## src/rtl/display_mux_7seg_if.sv

```systemverilog
// Bus between the 7-segment scan controller and its surroundings:
// scan control and digit data in, decoder nibble and anode drive out.
interface display_mux_7seg_if #(
    parameter int unsigned NUM_DIGITS = 4
);
    logic                      en;
    logic [4*NUM_DIGITS-1:0]   num;
    logic [3:0]                bcd;
    logic [NUM_DIGITS-1:0]     an;
    logic [2:0]                digit_idx;
    logic                      frame_done;

    modport master (
        output en, num,
        input  bcd, an, digit_idx, frame_done
    );

    modport slave (
        input  en, num,
        output bcd, an, digit_idx, frame_done
    );
endinterface

```

## src/rtl/display_mux_7seg.sv

```systemverilog
// Time-multiplexed N-digit common-anode 7-segment scan controller with per-slot dead time.
// Optional leading-zero blanking is enabled by defining DISPLAY_LZ_BLANK_EN.
module display_mux_7seg #(
    parameter int unsigned NUM_DIGITS  = 4,
    parameter int unsigned DIV_COUNT   = 50000,
    parameter int unsigned DEAD_CYCLES = 2
) (
    input  logic                clk,
    input  logic                rst,
    display_mux_7seg_if.slave   bus
);
    localparam int unsigned CNT_W = $clog2(DIV_COUNT);
    localparam logic [CNT_W-1:0] CNT_LAST = CNT_W'(DIV_COUNT - 1);
    localparam logic [CNT_W-1:0] DEAD_END = CNT_W'(DEAD_CYCLES);
    localparam logic [2:0]       IDX_LAST = 3'(NUM_DIGITS - 1);

    logic [CNT_W-1:0]          cnt_q, cnt_d;
    logic [2:0]                idx_q, idx_d;
    logic [4*NUM_DIGITS-1:0]   shadow_q, shadow_d;
    logic [3:0]                bcd_q, bcd_d;
    logic [NUM_DIGITS-1:0]     an_q, an_d;
    logic                      frame_done_q, frame_done_d;
    logic [NUM_DIGITS-1:0]     blank;

    always_comb begin
        cnt_d    = cnt_q;
        idx_d    = idx_q;
        shadow_d = shadow_q;
        if (bus.en) begin
            if (cnt_q == '0 && idx_q == '0) begin
                shadow_d = bus.num;
            end
            if (cnt_q == CNT_LAST) begin
                cnt_d = '0;
                idx_d = (idx_q == IDX_LAST) ? 3'd0 : idx_q + 3'd1;
            end else begin
                cnt_d = cnt_q + 1'b1;
            end
        end
    end

`ifdef DISPLAY_LZ_BLANK_EN
    // Walk from the most significant digit down; a digit is blanked while every nibble from it upward is zero.
    always_comb begin
        logic zero_run;
        blank    = '0;
        zero_run = 1'b1;
        for (int unsigned k = 0; k < NUM_DIGITS - 1; k++) begin
            zero_run = zero_run && (shadow_d[4*(NUM_DIGITS-1-k) +: 4] == 4'd0);
            blank[NUM_DIGITS-1-k] = zero_run;
        end
    end
`else
    always_comb begin
        blank = '0;
    end
`endif

    // Outputs are registered from next state so they line up with the state they describe.
    always_comb begin
        bcd_d        = bcd_q;
        an_d         = '1;
        frame_done_d = bus.en && (cnt_q == CNT_LAST) && (idx_q == IDX_LAST);
        if (bus.en) begin
            bcd_d = '0;
            for (int unsigned i = 0; i < NUM_DIGITS; i++) begin
                if (idx_d == 3'(i)) begin
                    bcd_d   = shadow_d[4*i +: 4];
                    an_d[i] = !((cnt_d >= DEAD_END) && !blank[i]);
                end
            end
        end
    end

    always_ff @(posedge clk) begin
        if (rst) begin
            cnt_q        <= '0;
            idx_q        <= '0;
            shadow_q     <= '0;
            bcd_q        <= '0;
            an_q         <= '1;
            frame_done_q <= 1'b0;
        end else begin
            cnt_q        <= cnt_d;
            idx_q        <= idx_d;
            shadow_q     <= shadow_d;
            bcd_q        <= bcd_d;
            an_q         <= an_d;
            frame_done_q <= frame_done_d;
        end
    end

    assign bus.bcd        = bcd_q;
    assign bus.an         = an_q;
    assign bus.digit_idx  = idx_q;
    assign bus.frame_done = frame_done_q;
endmodule

```

## src/flat_wrapper.sv

```systemverilog
// flat-port wrapper written by rule: the top's interface ports become plain ports
module display_mux_7seg_flat 
#(
    parameter int unsigned NUM_DIGITS  = 4,
    parameter int unsigned DIV_COUNT   = 50000,
    parameter int unsigned DEAD_CYCLES = 2
)
  (clk, rst, bus_en, bus_num, bus_bcd, bus_an, bus_digit_idx, bus_frame_done);
  display_mux_7seg_if #(.NUM_DIGITS(NUM_DIGITS)) bus_i ();
  input  logic clk;
  input  logic rst;
  input wire logic [$bits(bus_i.en)-1:0] bus_en;
  input wire logic [$bits(bus_i.num)-1:0] bus_num;
  output wire logic [$bits(bus_i.bcd)-1:0] bus_bcd;
  output wire logic [$bits(bus_i.an)-1:0] bus_an;
  output wire logic [$bits(bus_i.digit_idx)-1:0] bus_digit_idx;
  output wire logic [$bits(bus_i.frame_done)-1:0] bus_frame_done;
  assign bus_i.en = bus_en;
  assign bus_i.num = bus_num;
  assign bus_bcd = bus_i.bcd;
  assign bus_an = bus_i.an;
  assign bus_digit_idx = bus_i.digit_idx;
  assign bus_frame_done = bus_i.frame_done;
  display_mux_7seg #(.NUM_DIGITS(NUM_DIGITS), .DIV_COUNT(DIV_COUNT), .DEAD_CYCLES(DEAD_CYCLES)) u_core (.clk(clk), .rst(rst), .bus(bus_i));
endmodule
```

## config.mk

```make
export PLATFORM = sky130hd
export DESIGN_NAME = display_mux_7seg_flat
export DESIGN_NICKNAME = d
export VERILOG_FILES = /design/src/rtl/display_mux_7seg_if.sv /design/src/rtl/display_mux_7seg.sv /design/src/flat_wrapper.sv
export SDC_FILE = /design/constraint.sdc
export NUM_CORES = 1
export LEC_CHECK = 0
export ABC_AREA = 1
export BUFFER_PORTS_ARGS = -buffer_cell sky130_fd_sc_hd__buf_2
export CELL_PAD_IN_SITES_DETAIL_PLACEMENT = 0
export CELL_PAD_IN_SITES_GLOBAL_PLACEMENT = 2
export CORE_MARGIN = 2
export CORE_UTILIZATION = 30
export CTS_BUF_LIST = sky130_fd_sc_hd__clkbuf_8
export CTS_CLUSTER_DIAMETER = 100
export DETAILED_ROUTE_END_ITERATION = 16
export PLACE_DENSITY_LB_ADDON = 0.05
export SYNTH_ARGS = -nofsm -noshare
export SYNTH_HDL_FRONTEND = slang
export SYNTH_SLANG_ARGS = --single-unit
```

## constraint.sdc

```tcl
create_clock -name clk -period 1.9 [get_ports clk]
set_input_delay 0.57 -clock clk [delete_from_list [all_inputs] [get_ports clk]]
set_output_delay 0.57 -clock clk [all_outputs]
set_load 0.05 [all_outputs]
```

==> results_dict.tcl <==
set metrics [dict create \
    status "finished clean" \
    fp.dieW_microns 91.9 \
    start_kind "register" \
    ys_warn_count 0 \
    hold_viol 0 \
    crit_type "reg -> reg" \
    crit_required_ps 2090 \
    power_frac_comb 0.177 \
    ant_nets 0 \
    fmax_mhz 544 \
    slew_headroom 0.807 \
    clk_pin_slew_ps 80 \
    fp-row-count 32 \
    holdCritPathClass "reg -> reg" \
    pwr-share-seq 0.509 \
    grt_max_degree 37 \
    viasPerCell 4.51 \
    layout_common_cells "82 x nand2_1, 55 x buf_4, 40 x nor2_1" \
    die_area_sq_mm 0.00844 \
    leakagePower_nw 1.63 \
    synth_top_area_cell "dfxtp_1" \
    dp_cells 516 \
    port_buffers 30 \
    hp-start "u_core.shadow_q[15]" \
    layout_commonest_cell "nand2_1" \
    startpoint "u_core.cnt_q[1]" \
    syn_area_per_cell_sq_um 6.80 \
    crit_path_top_delay_cell "dfxtp_2" \
    vias 2406 \
    insertedDiodeCount 0 \
    drt-total-wl_microns 6850 \
    dp_hpwl_microns 5090 \
    reg2reg_from "u_core.cnt_q[1]" \
    path_cells "buf_6, inv_4, ha_4, inv_2, nor2_2, nand2_2, nor2_4, nand3_4, clkbuf_16, nand2_2, nand2_1, nand2_1, nand3_2, nor2_1, nor2_1" \
    synth_cells 341 \
    syn-cell-area_sq_mm 0.00232 \
    nNetsFinal 453 \
    antenna_found_initial 0 \
    worst_ir_drop_vdd_uv 467 \
    finalSetupViolCount 0 \
    fill_cells 821 \
    drt-pass1-iter-count 4 \
    grt_overflow 0 \
    crit_path_end_kind "register" \
    cts_sinks 44 \
    p_per_area_mw_per_mm2 557 \
    p_int_mw 1.38 \
    fin_crit_ps 1840 \
    area_growth_pct 48.3 \
    cts_tree "done" \
    swShare 0.277 \
    layout.cells.non_filler 533 \
    synth.net_count 364 \
    rsz0062_at_grt "yes" \
    synthFlopType "dfxtp_1" \
    cts.htree.levels 2 \
    synthTopCellsByArea "dfxtp_1 38%, nand2_1 17%, nor2_1 8.3%" \
    final_area_sq_mm 0.00344 \
    max_cap_viol_count 0 \
    p_sw_uw 530 \
    grt_usage 0.162 \
    yosysSeqAreaShare 0.380 \
    fin_crit_sh 0.967 \
    cts-hold-fix-buffers 0 \
    wl_per_cell_microns 12.9 \
    pwr-share-clk 0.315 \
    start_util 0.305 \
    cp_max_fo 8 \
    fin_skew_ps 10.3 \
    grt_pass1_vias 2254 \
    drv_slew 0 \
    cts_root_buf "clkbuf_8" \
    die_h_microns 91.9 \
    ys_types 33 \
    clk_path_buf_depth 2 \
    arrival_ps 2020 \
    core-area_sq_mm 0.00761 \
    synth-edff-count 0 \
    synthArstFlopShare 0 \
    gp_routability_congestion 0.770 \
    place_area_sq_mm 0.00297 \
    tightest_slew_ps 289 \
    drt-initial-drc-count 61 \
    cts_buffers 5 \
    drive_gt1_frac 0.422 \
    io_pins 31 \
    slowest_delay_ps 350 \
    drc 0 \
    grt_first_pass_wirelength_microns 10700 \
    clock_latency_ps 290 \
    ys_ff_latch 44 \
    synth_top_area_share 0.380 \
]
-- sequential cells by signal (all words and copies together), names as in the netlist --
register and cells:
u_core.bus.bcd 4, u_core.shadow_q 16, u_core.cnt_q 16, u_core.bus.an 4, u_core.bus.digit_idx 3, u_core.bus.frame_done 1
-- worst paths after layout --
check | endpoint | slack (ps) | cells past startpoint
max | u_core.bus.bcd[2] | 60 | 15
min | u_core.shadow_q[15] | 470 | 2
max reg2reg | u_core.bus.bcd[2] | 60 | 15
min reg2reg | u_core.shadow_q[15] | 470 | 2
-- timing repair --
action                     4_1_cts  5_1_grt
setup endpoints to repair        6        8
pin swaps                        6       31
buffers inserted                 0        7
gates cloned                     0        2
gates resized for setup         14       67
-- synthesized netlist by cell type, types with 4 or more instances --
master / instances
nand2_1: 106
nor2_1: 51
dfxtp_1: 44
inv_1: 22
nand4_1: 22
a21oi_1: 18
nand3_1: 15
clkbuf_1: 5
inv_2: 5
nor4_1: 5
ha_1: 4
nand2_2: 4
nor2_2: 4
o21ai_0: 4
-- worst max-delay path, delay by kind of cell (launching register included) --
| kind | cells | cell delay (ps) |
|---|---|---|
| flip-flops | 1 | 350 |
| buffers and inverters | 4 | 400 |
| adder cells (fa/ha/maj) | 1 | 120 |
| AND/OR/NAND/NOR | 10 | 870 |
-- power groups by stage --
stage / sequential (mW) / combinational (mW) / clock (mW)
global placement: 0.988 / 0.270 / 0
detailed placement: 0.989 / 0.270 / 0
finish: 0.973 / 0.338 / 0.602
floorplan: 1.01 / 0.135 / 0
global route: 0.976 / 0.373 / 0.666
CTS: 0.968 / 0.278 / 0.626
-- logic make-up after synthesis --
group,Yosys count,share of synthesized area
buf+inv,38,0.0707
fa+ha+maj,4,0.0216
flops,44,0.380
compound gates,31,0.0783
simple gates,221,0.438
xor+xnor,3,0.0113
-- cell type report --
class / count / area, sq um / area share
Sequential cell: 44 / 896 / 0.261
Timing Repair Buffer: 92 / 696 / 0.202
Clock inverter: 2 / 7.51 / 0.00218
Multi-Input combinational cell: 259 / 1510 / 0.439
Inverter: 28 / 118 / 0.0342
Clock buffer: 6 / 82.6 / 0.0240
Tap cell: 102 / 128 / 0.0371
-- layer usage --
layer | up-vias | track usage | share of wire
li1 | 1289 | - | -
met1 | 1083 | 0.198 | 0.45
met2 | 27 | 0.291 | 0.52
met3 | 7 | 0.0296 | 0.023
met4 | 0 | 0.0448 | 0.011
met5 | - | 0 | 0
-- metrics by stage --
step	setup TNS [ps]	hold slack (ps)	utilization	setup slack, ps	power (mW)
after floorplan	0	446	-	72.3	1.15
after global placement	-742	458	0.391	-144	1.26
after detailed placement	-724	460	0.391	-140	1.26
after CTS	-0.788	473	0.408	-0.788	1.87
after global routing	-337	487	0.452	-72.5	2.01
final	0	468	0.452	61.9	1.91
Note: power is estimated with default switching activity, not from simulation.
